`config.mk`:
```
export PLATFORM = sky130hd
export DESIGN_NAME = vc_arb_crossbar
export DESIGN_NICKNAME = d
export VERILOG_FILES = /design/src/rtl/vc_arb_crossbar.sv
export SDC_FILE = /design/constraint.sdc
export NUM_CORES = 1
export LEC_CHECK = 0
export BUFFER_PORTS_ARGS = -buffer_cell sky130_fd_sc_hd__buf_2
export CELL_PAD_IN_SITES_DETAIL_PLACEMENT = 1
export CELL_PAD_IN_SITES_GLOBAL_PLACEMENT = 2
export CORE_UTILIZATION = 29
export CTS_CLUSTER_DIAMETER = 50
export DETAILED_ROUTE_END_ITERATION = 8
export PLACE_DENSITY_LB_ADDON = 0.1
export SETUP_SLACK_MARGIN = 0.4
export SYNTH_ARGS = -nofsm -noshare
export SYNTH_HDL_FRONTEND = slang
export SYNTH_SLANG_ARGS = --single-unit
```
`constraint.sdc`:
```
create_clock -name clk -period 3.65 [get_ports clk]
set_input_delay 0.1825 -clock clk [delete_from_list [all_inputs] [get_ports clk]]
set_output_delay 0.1825 -clock clk [all_outputs]
set_load 0.005 [all_outputs]
```
`src/rtl/vc_arb_crossbar.sv`:
```
// vc_arb_crossbar: NxN crossbar with per-output round-robin arbitration into one-entry output registers.
// Destinations >= NPORTS are accepted and dropped, flagged by a one-cycle err_drop pulse.
module vc_arb_crossbar #(
  parameter int NPORTS    = 4,
  parameter int BIT_WIDTH = 32,
  parameter int SEL_W     = 2
) (
  input  logic                        clk,
  input  logic                        reset,
  input  logic [NPORTS-1:0]           in_val,
  output logic [NPORTS-1:0]           in_rdy,
  input  logic [NPORTS*BIT_WIDTH-1:0] in_msg,
  input  logic [NPORTS*SEL_W-1:0]     in_dest,
  output logic [NPORTS-1:0]           out_val,
  input  logic [NPORTS-1:0]           out_rdy,
  output logic [NPORTS*BIT_WIDTH-1:0] out_msg,
  output logic                        err_drop
);
  logic [NPORTS-1:0]    val_q, val_d, free, bad, hit;
  logic [BIT_WIDTH-1:0] msg_q [NPORTS];
  logic [BIT_WIDTH-1:0] msg_d [NPORTS];
  logic [SEL_W-1:0]     ptr_q [NPORTS];
  logic [SEL_W-1:0]     ptr_d [NPORTS];
  logic [NPORTS-1:0]    req [NPORTS];
  logic [NPORTS-1:0]    gnt [NPORTS];
  logic                 err_q;
  function automatic int wrap(input int a);
    return a % NPORTS;
  endfunction
  // Requests are gated by in_val so dest bits of idle inputs are never consumed
  always_comb begin
    for (int i = 0; i < NPORTS; i++) begin
      bad[i] = in_val[i] && ({1'b0, in_dest[i*SEL_W +: SEL_W]} >= (SEL_W+1)'(NPORTS));
      for (int j = 0; j < NPORTS; j++)
        req[j][i] = in_val[i] && (in_dest[i*SEL_W +: SEL_W] == SEL_W'(j));
    end
  end
  assign free = ~val_q | out_rdy;
  always_comb begin
    gnt   = '{default: '0};
    hit   = '0;
    val_d = val_q;
    msg_d = msg_q;
    ptr_d = ptr_q;
    for (int j = 0; j < NPORTS; j++) begin
      for (int k = 0; k < NPORTS; k++)
        if (free[j] && !hit[j] && req[j][wrap(int'(ptr_q[j]) + k)]) begin
          hit[j] = 1'b1;
          gnt[j][wrap(int'(ptr_q[j]) + k)] = 1'b1;
          ptr_d[j] = SEL_W'(wrap(int'(ptr_q[j]) + k + 1));
          msg_d[j] = in_msg[wrap(int'(ptr_q[j]) + k)*BIT_WIDTH +: BIT_WIDTH];
        end
      val_d[j] = hit[j] || (val_q[j] && !out_rdy[j]);
    end
  end
  always_comb begin
    in_rdy = '0;
    for (int i = 0; i < NPORTS; i++) begin
      for (int j = 0; j < NPORTS; j++)
        in_rdy[i] = in_rdy[i] | gnt[j][i];
      in_rdy[i] = !reset && (in_rdy[i] || bad[i]);
    end
  end
  always_ff @(posedge clk) begin
    if (reset) begin
      val_q <= '0;
      err_q <= 1'b0;
      for (int j = 0; j < NPORTS; j++) begin
        msg_q[j] <= '0;
        ptr_q[j] <= '0;
      end
    end else begin
      val_q <= val_d;
      msg_q <= msg_d;
      ptr_q <= ptr_d;
      err_q <= |bad;
    end
  end
  always_comb begin
    out_msg = '0;
    for (int j = 0; j < NPORTS; j++)
      out_msg[j*BIT_WIDTH +: BIT_WIDTH] = msg_q[j];
  end
  assign out_val  = val_q;
  assign err_drop = err_q;
endmodule

```
* After elaboration in Yosys (flattened, before gate mapping)
Cells that the tools add are included.
Storage, ports and cells: register bits 140, bits of input ports 146
Cells by class: add/sub/neg operators 24, $lt $le $gt $ge 32, equality and inequality tests 12, shifts and indexed selects 16, muxes and demuxes 140, bitwise logic cells 38, reductions and logical operators 109
Operators by type and width (count):
- 128-bit by 8-bit indexed part select with 32-bit output | 16
- 32-bit two-way mux | 16
- 1-bit logical AND | 68
- 4-bit two-way mux | 16
- 1-bit two-way mux | 60
- 4-bit bitwise OR | 13
- 3-bit by 4-bit less-than comparator with 1-bit output, second input constant | 12
- 2-bit adder, second input constant | 20
- 3-bit by 1-bit greater-or-equal comparator with 1-bit output, second input constant | 12
- 1-bit binary-select mux with 2-bit select | 16
- 1-bit demux with 2-bit select | 16
- 2-bit two-way mux | 16
- 2-bit OR reduction | 12
- 1-bit zero test | 17
- 2-bit == test, second input constant | 8
- 4-bit nonzero test | 4
- 1-bit AND, first input constant | 12
- 2-bit by 3-bit less-than comparator with 1-bit output, second input constant | 4
- 1-bit bitwise OR | 12
- 2-bit by 1-bit adder with 2-bit output, second input constant | 4
- 2-bit by 1-bit == test with 1-bit output, second input constant | 4
- 2-bit by 1-bit greater-or-equal comparator with 1-bit output, second input constant | 4
- 2-bit zero test | 4
- 1-bit logical OR | 4
- 4-bit NOT | 1

* Longest topological paths before layout
Gate-level depths: netlist of the first run.
depth in word-level cells 22, depth in mapped cells 16, mapped depth without buffers 13

* Worst setup path after synthesis of the first run
No wires, ideal clock.
path type reg2reg, start point reg ptr_q[0] (netlist name), end point reg msg_q (netlist bit out_msg[100]), data arrival time 3367 ps, required time 3528 ps, path slack 162 ps, stages on the path, launching flop included 16, buffers on the path 3, period minus slack after synthesis 3488 ps, path through dfxtp_1 > clkbuf_1 > inv_1 > ha_1 > nand4b_1 > a21oi_1 > a22o_1 > clkbuf_1 > inv_1 > ha_1 > o31a_1 > a2bb2oi_1 > a211o_1 > buf_1 > nor2_1 > a221o_1
On the way: longest elaborated chain between the ends 16, elaborated cells between the ends (all ways) 42
RTL lines:
- from (decl) | line 22 | logic [SEL_W-1:0] ptr_q [NPORTS];
- from (signal assigned) | line 75 | ptr_q <= ptr_d;
- parallel branches: the longest is 16 deep, another holds 2-bit by 1-bit adder with 2-bit output
- to (signal assigned) | line 74 | msg_q <= msg_d;
- to (decl) | line 20 | logic [BIT_WIDTH-1:0] msg_q [NPORTS];
Several ways; the timed one is not identified. The select of a mux whose other input is x is not followed. A chain may end at the register's enable or synchronous reset.

* Worst setup path in the final report of the first run
start point reg ptr_q[7] (netlist name), end point out in_rdy[2]
On the way: longest elaborated chain between the ends 20, elaborated cells between the ends (all ways) 64
RTL lines:
- parallel branches: the longest is 15 deep, another holds 3-bit by 4-bit less-than comparator with 1-bit output
- 4-bit two-way mux * | line 47 | if (free[j] && !hit[j] && req[j][wrap(int'(ptr_q[j]) + k)]) begin
- 1-bit bitwise OR * (3 in a row) | line 60 | in_rdy[i] = in_rdy[i] | gnt[j][i];
- 1-bit logical AND * | line 61 | in_rdy[i] = !reset && (in_rdy[i] || bad[i]);
- to (decl) | line 11 | output logic [NPORTS-1:0] in_rdy,
Every way passes the cells marked *. The select of a mux whose other input is x is not followed.

==> results summary, run 1 <==
Dividing the detail-routed via count by the number of cells gives 5.521. The final-report setup violation count came out at 0. The post-synthesis instance total came out at 1,081. The die footprint is 0.03563 mm². Row generation in the floorplan step produced 68 rows. The maximum resistive drop on vdd is 408.2 µV.

The switching part of the total power came out at 42.62%. The via count is between 10,000 and 15,000. The combined area of all synthesized cells is just over 0.01 mm². The critical path arrival came out at 3030 ps. The detailed-route wire length per cell came out at 23.47 µm. The number of nets with antenna violations after routing came out at 0. The final routed wirelength across all metal layers is approximately 43,000 µm. The register clock-pin slew on the reported worst setup and hold paths came out at around 80 ps.

The largest single stage delay on the critical path is 510 ps. TritonCTS built the clock tree. The element type at the critical path start is a flop. Compared with the post-synthesis result, the final layout area differs by 31.52%. For this run, the leading register cell type out of synthesis is sky130_fd_sc_hd__dfxtp_1. The I/O pin count came out at about 280.

The aggregate global-route resource usage came out at 24.34%. The cell-internal power came out at 6.535 mW. Summing internal, switching and leakage power gives 11.39 mW.

The number of global-route vias before repair is roughly 11,000. The required time at the worst-slack endpoint came out at 3470 ps. Setup repair after global routing could not meet its margin everywhere. The cell leakage power came out at ~6 nW. The overall die height came out at 188.8 µm. The clock network fraction of design power is 17.7%. The finished layout cell area came out at ~0.013 mm². The weighted congestion reported at the end of routability-driven placement came out at between 0.9 and 1.

The max-capacitance violation count came out at 0. The area share of the largest cell type after synthesis came out at between 20% and 30%. Measured along the x axis, the die boundary spans 188.8 µm.

The critical path in this run is classified as flop to output port. The synthesized area per cell came out at 9.358 µm². Ranked by total cell area, the synthesized netlist is headed by sky130_fd_sc_hd__dfxtp_1 (28%), sky130_fd_sc_hd__mux2i_1 (20%), sky130_fd_sc_hd__o221ai_1 (5.7%). Cells fill 38.61% of the core in the end. The H-tree level count is 4. Setup total negative slack on the finished layout was measured at 0 ps. The slowest stage of the critical path belongs to the cell sky130_fd_sc_hd__mux4_2.

The distinct cell type count of the synthesized netlist came out at 73. The combinational share of power came out at 61.4%. The tightest min-delay check is of the input pin to flop type.

The maximum fanout along the worst path is 5. Counting the fill cells in the layout gives 3,998. sky130_fd_sc_hd__mux2i_1 is the most common cell in the netlist.

The post-route minimum period came out at 3215 ps. The Yosys step of the flow raised 0 warnings. The number of sinks on the clock net came out at 140. The fraction of power consumed by sequential logic is 20.9%.

The finished layout holds about 1,800 standard cells, fillers aside. Counting the buffers created by CTS gives 17. After synthesis, flip-flops and latches occupy 27.71% of the total area. The global-route wire length before repair is 66,140 µm. Cells with a size suffix above 1 make up roughly 35% of the layout. The number of hold buffers added after CTS was 0. The signal on the critical path passes through inv_2, ha_4, inv_4, mux4_2, nor3b_4, a21oi_2, nor2b_4, a222oi_1, and3_1, a41oi_2, buf_2.

Power spread over the standard cell area amounts to roughly 860 mW/mm². The area of the placeable core is approximately 0.034 mm². The clock passes through at most 2 buffers. The clock tree root driver cell is sky130_fd_sc_hd__clkbuf_16.

The max-slew violation count came to 0. The count of endpoints failing hold in the final timing report is 0. Counting every net in the synthesized netlist gives 1,251.

The initial antenna violation count came to 8. The number of iterations in the first detailed-routing pass is 6. The remaining design rule violation count is 0. The starting density of the core came out at 29.36%. In this run the power spent charging and discharging nets is roughly 4.9 mW. At the end of the flow, the number of nets in the layout was about 1,500. The synthesized design spends more area on one cell type than any other, namely sky130_fd_sc_hd__dfxtp_1.

The fraction of synthesis flops using an asynchronous set or reset pin is 0%. The clock latency at the later pin of the worst-skew pair is around 450 ps. The pin slew with the least headroom to its limit is 944.5 ps. The initial DRC count is between 500 and 600.

For this run the aggregate overflow at the end of global routing stands at 0. Including well taps, the total number of placed cells is 1,791. Once detailed placement completed, the half-perimeter wirelength came to between 30,000 and 40,000 µm.

The final cycle utilization of the critical path is 88.09%. The critical path endpoint category is an output port. Summing all placed instances gives a cell area of 0.01237 mm². The flow ran to the end, and the final reports show no timing, DRC or antenna violations. Entering global routing, the biggest net connects 45 pins. The worst slew margin relative to its limit came out at between 30% and 40%.

The number of buffers inserted by port buffering came out at 281. The number of flops mapped to enable cells by yosys is 0. Derived from the worst setup path, the maximum achievable clock frequency is 311.0 MHz.

The commonest cells after synthesis are sky130_fd_sc_hd__mux2i_1 (207), sky130_fd_sc_hd__dfxtp_1 (140), sky130_fd_sc_hd__nand2_1 (86). Across the routed clock network, the largest skew measured is 17.92 ps. The register bit count reported by yosys is 140.
[per-layer routing]
metal  up-vias  track usage (%)  routed length, µm
met4         8            6.545                782
met1      5045            30.85              19710
li1       4817                -                  -
met2       265            40.05              20150
met5         -                0                 57
met3        51            7.022               2599
[cells in the final DEF, fill, tap and decap left out, types with 8 or more instances in the layout]
master,Yosys,layout
sky130_fd_sc_hd__a222oi_1,20,20
sky130_fd_sc_hd__a22oi_1,37,37
sky130_fd_sc_hd__nand3_1,8,8
sky130_fd_sc_hd__nand2b_1,9,8
sky130_fd_sc_hd__ha_1,24,21
sky130_fd_sc_hd__mux2_2,36,36
sky130_fd_sc_hd__a221o_1,31,31
sky130_fd_sc_hd__nand3b_1,8,8
sky130_fd_sc_hd__nor2_1,65,63
sky130_fd_sc_hd__a21oi_1,26,23
sky130_fd_sc_hd__o21ai_0,16,16
sky130_fd_sc_hd__and3_1,11,8
sky130_fd_sc_hd__clkbuf_16,0,17
sky130_fd_sc_hd__buf_2,30,281
sky130_fd_sc_hd__o21ai_1,33,33
sky130_fd_sc_hd__nand2_1,86,86
sky130_fd_sc_hd__o221ai_1,66,65
sky130_fd_sc_hd__mux2_1,30,30
sky130_fd_sc_hd__mux4_2,8,8
sky130_fd_sc_hd__mux2i_1,207,205
sky130_fd_sc_hd__buf_12,0,16
sky130_fd_sc_hd__nor3_1,11,10
sky130_fd_sc_hd__dfxtp_1,140,136
sky130_fd_sc_hd__buf_4,2,59
[flip-flops by register name, indices dropped and copies added (netlist names)]
signal	cells
ptr_q	8
out_val	4
out_msg	128
[what timing repair did]
action                                  CTS  global route
pin swaps                                 7            17
endpoints found under the hold margin     0             0
setup buffers                             7            10
cloned                                    0             0
resized for setup                        17            21
endpoints found under the setup margin   66            58
[power by group through the flow]
stage          Clock, mW  Sequential [mW]  Combinational (mW)
6_report            2.01             2.39                6.99
4_1_cts             2.06             2.38                6.93
2_1_floorplan          0             2.42                4.37
3_5_place_dp           0             2.40                6.81
3_3_place_gp           0             2.41                6.75
5_1_grt             2.12             2.45                7.54
[kinds of logic after synthesis]
| kind of cell | count (synthesis) | synth area share, % |
|---|---|---|
| fa+ha+maj | 24 | 2.968 |
| flops | 140 | 27.71 |
| compound gates | 285 | 21.93 |
| buf+inv | 104 | 5.529 |
| simple gates | 246 | 12.22 |
| other cells | 1 | 0.03707 |
| mux | 281 | 29.61 |
[per-stage QoR]
step	setup WS (ps)	hold slack, ps
after floorplan	347.9	355.6
after global placement	219.7	444.5
after detailed placement	205.0	444.1
after CTS	403.0	30.63
after global routing	284.4	50.85
final	434.6	54.56
[worst paths after layout]
| path | depth (start not counted) | end | start | slack, ps |
|---|---|---|---|---|
| worst max-delay path | 11 | in_rdy[2] | ptr_q[7] | 430 |
| worst min-delay path | 3 | out_msg[48] | in_msg[48] | 50 |
| worst max register to register | 12 | out_msg[7] | ptr_q[7] | 520 |
| worst min register to register | 2 | out_msg[81] | out_msg[81] | 460 |
[final cells by class]
cell class | instances | area [µm²] | area share [%]
antenna | 5 | 12.51 | 0.09405
clock buffer | 18 | 439.2 | 3.301
clock inverter | 14 | 215.2 | 1.618
inverter | 17 | 68.82 | 0.5173
multi-input combinational | 837 | 6988 | 52.53
sequential | 140 | 2808 | 21.10
tap | 455 | 569.3 | 4.279
timing repair buffer | 359 | 2203 | 16.56
[worst max-delay path, delay by kind of cell, from the launching register on]
kind	cells	cell delay, ps
buffers and inverters	3	320
AOI/OAI and AO/OA	3	540
and+or+nand+nor	3	610
adders and majority gates	1	260
muxes	1	510
DFF	1	350
No activity file was read; power rests on OpenSTA's default activity.
==> run 2: changes to the inputs <==
--- a/config.mk
+++ b/config.mk
@@ -8,6 +8,7 @@
 export BUFFER_PORTS_ARGS = -buffer_cell sky130_fd_sc_hd__buf_2
 export CELL_PAD_IN_SITES_DETAIL_PLACEMENT = 1
 export CELL_PAD_IN_SITES_GLOBAL_PLACEMENT = 2
+export CORE_ASPECT_RATIO = 2
 export CORE_UTILIZATION = 29
 export CTS_CLUSTER_DIAMETER = 50
 export DETAILED_ROUTE_END_ITERATION = 8
==> run 2 against run 1 <==
Effect of this change:
- global-route usage increased by 2.0 points
- core utilization rose by 0.21 points
- highest routed layer unchanged
- sequential share of layout area fell by 0.059 points
- maximum frequency up 0.86%
- non-clock buffer count up 8
- cell area rose by 0.24%
- clock skew shrank 4.6 ps
- combinational power grew 3.3%
- total power increased by 0.61%
- critical path depth did not move
==> results summary, run 2 (synthesis results as in run 1) <==
TritonCTS built the clock tree. The path type of the worst min-delay path is input pin to flop. The register clock-pin slew on the reported worst setup and hold paths is approximately 70 ps.

The placed wire-length estimate after detailed placement is between 30,000 and 40,000 µm. The maximum operating frequency came out at 313.7 MHz. The pin count of the biggest net entering global routing came out at 37.

After detailed routing, the number of remaining DRC violations is 0. The final-report setup violation count came out at 0. The hold path depth is 3. The finished layout cell area came out at 0.01334 mm².

The number of flip-flops in the largest register is roughly 130. The tool flagged a number of max-cap violations equal to 0. In the final timing run, aggregate negative setup slack is 0 ps.

The slowest library cell on the worst path is sky130_fd_sc_hd__a222oi_1. roughly 280 I/O pins were placed. The total power density per cell area is 859.3 mW/mm². The final setup skew is 13.36 ps. On the worst path, the slowest cell contributes a delay of 470 ps.

The critical path goes through inv_2, ha_4, nand4_1, a21oi_1, a22o_1, buf_6, nor2_1, a222oi_1, and3_1, a41oi_1, buf_2. The post-placement cell area is about 0.012 mm². The startpoint identified for the worst register-to-register timing path is ptr_q[1]. The maximum resistive drop on vdd is 413.3 µV. The first detailed-routing pass took 5 iterations. The average via count per standard cell came out at 5.703. The via count is 10,490. At the worst endpoint, the arrival time is 3010 ps. The area growth from synthesis to layout is 31.82%. The number of global-route vias before repair is 11,130.

The combined area of the multi-input logic cells is 0.006983 mm². Prior to clock tree synthesis, the placed netlist has a worst setup slack of 234.7 ps. The count of endpoints failing hold in the final timing report came out at 0.

The chip width is 134.1 µm. Setup repair after global routing left no endpoint under its margin. The detailed router put a total of between 15,000 and 20,000 µm of wire on met1. The initial DRC count is 502.

The area of the placeable core is 0.03435 mm². The overall die height is 266.1 µm. The max-slew violation count came out at 0.

The reg2reg setup slack came out at 510 ps. The flow ran to the end, and the final reports show no timing, DRC or antenna violations. The cell leakage power is 6.128 nW.

In this run, CTS created clock tree buffers numbering 17. Measured against its own limit, the worst slew margin works out to 37.59%. For hold timing, the worst endpoint is out_msg[47]. In the layout the commonest cells are sky130_fd_sc_hd__buf_2 (281), sky130_fd_sc_hd__mux2i_1 (206), sky130_fd_sc_hd__dfxtp_1 (137). In this run the top signal layer used is met5. For the pin with the worst max-slew slack, the measured transition is 936.2 ps. The detail route stage leaves a number of antenna-violating nets equal to 0. Across every metal layer, demand over resource in global routing totals a little over a quarter. The H-tree level count came out at 4.

The commonest non-fill, non-tap cell in the layout is sky130_fd_sc_hd__buf_2. The hold-fix buffer count after cts is 0. The initial antenna violation count came out at 11. The number of sinks on the clock net is 140. The cell sitting at the root of the clock tree is a sky130_fd_sc_hd__clkbuf_16. The detailed-route wire length per cell is approximately 26 µm. The setup path with the least slack is of type flop to output port. The critical path endpoint category is an output port. The clock latency at the later pin of the worst-skew pair came out at 440 ps. The worst reg2reg path depth came out at 12.

In this run the critical register-to-register path is captured at out_msg[104]. The deepest clock path buffer count came out at 2. The site row count came out at 96. The worst hold path begins at in_msg[111]. The fraction of layout instances using a drive strength above 1 is 35.51%.

The required time at the worst-slack endpoint is 3470 ps. The sum of met3 wire segment lengths after detailed routing is 2026 µm. The number of buffers inserted by port buffering is 281. The final worst setup slack is 461.9 ps.

The post-route minimum period came out at roughly 3200 ps. The layout filler cell count came out at 4,092. The register area came out at 0.002806 mm². The global-route wire length before repair is ~70,000 µm. The starting density of the core came out at 29.45%.

The element type at the critical path start is a flop. The worst path uses 87.34% of the clock period. The die footprint is 0.03568 mm². The final standard cell utilization of the core came out at approximately 39%. The number of nets in the layout is 1,550. The total overflow left after global routing is 0. The wire length on met2 is around 26,000 µm. Along the worst path, the maximum fanout reaches 7. The final layout contains routed wiring with a total length of approximately 48,000 µm. Routability-driven placement finished with a final weighted congestion of 0.8958.
## run 2: cell types whose count changed in the layout (fill, tap and decap cells not counted), moves of 3 or more
cell	before	now
sky130_fd_sc_hd__buf_12	16	20
sky130_fd_sc_hd__buf_4	59	64
sky130_fd_sc_hd__diode_2	5	8
sky130_fd_sc_hd__inv_2	7	4
sky130_fd_sc_hd__inv_6	3	0
## run 2: worst max-delay path by stage
| stage | start | endpoint | slack (ps) | cells past startpoint |
|---|---|---|---|---|
| detailed placement | ptr_q[2] | out_msg[67] | 230 | 13 |
| global route | ptr_q[7] | in_rdy[3] | 360 | 12 |
| floorplan | ptr_q[6] | out_msg[0] | 350 | 12 |
| global placement | ptr_q[2] | out_msg[87] | 330 | 13 |
| CTS | ptr_q[2] | in_rdy[0] | 380 | 11 |
| finish | ptr_q[1] | in_rdy[3] | 460 | 11 |
## run 2: final cells by class
type                    count  share of cell area [%]
clock inverters            12                   1.126
diodes                      8                  0.1501
inverters                  17                  0.5348
repair buffers            367                   17.42
flip-flops and latches    140                   21.05
clock buffers              18                   3.218
multi-input cells         837                   52.36
well taps                 441                   4.138
## run 2: worst max-delay path: cells and delay by family (launching register included)
family	cells	cell delay (ps)
adder cells (fa/ha/maj)	1	330
flip-flops	1	350
AO/OA/AOI/OAI	4	1010
buffers and inverters	3	380
AND/OR/NAND/NOR	3	500
## run 2: metrics by stage
| step | hold WS, ps | total power, mW | cells |
|---|---|---|---|
| after detailed placement | 444.5 | 9.327 | 1778 |
| after CTS | 45.39 | 11.25 | 1814 |
| after global routing | 69.10 | 12.10 | 1840 |
| final | 69.23 | 11.46 | 1840 |
| after floorplan | 355.6 | 6.795 | 1081 |
| after global placement | 441.9 | 9.234 | 1778 |
## run 2: repair_timing
item / CTS / global route
resized for setup: 12 / 22
endpoints found under the setup margin: 69 / 129
pin swaps: 4 / 24
buffers inserted: 6 / 17
gates cloned: 0 / 1
## run 2: where the power goes
| part | leakage (nW) | internal, mW | switching (mW) |
|---|---|---|---|
| Clock | 0.277 | 1.06 | 0.738 |
| Sequential | 1.15 | 2.08 | 0.351 |
| Combinational | 4.70 | 3.38 | 3.85 |
| Total | 6.13 | 6.52 | 4.94 |
## run 2: per-layer routing
metal / up-vias / global-route usage [%]
li1: 4829 / -
met1: 5241 / 25.38
met2: 314 / 51.37
met3: 104 / 4.947
met4: 6 / 14.15
met5: - / 0
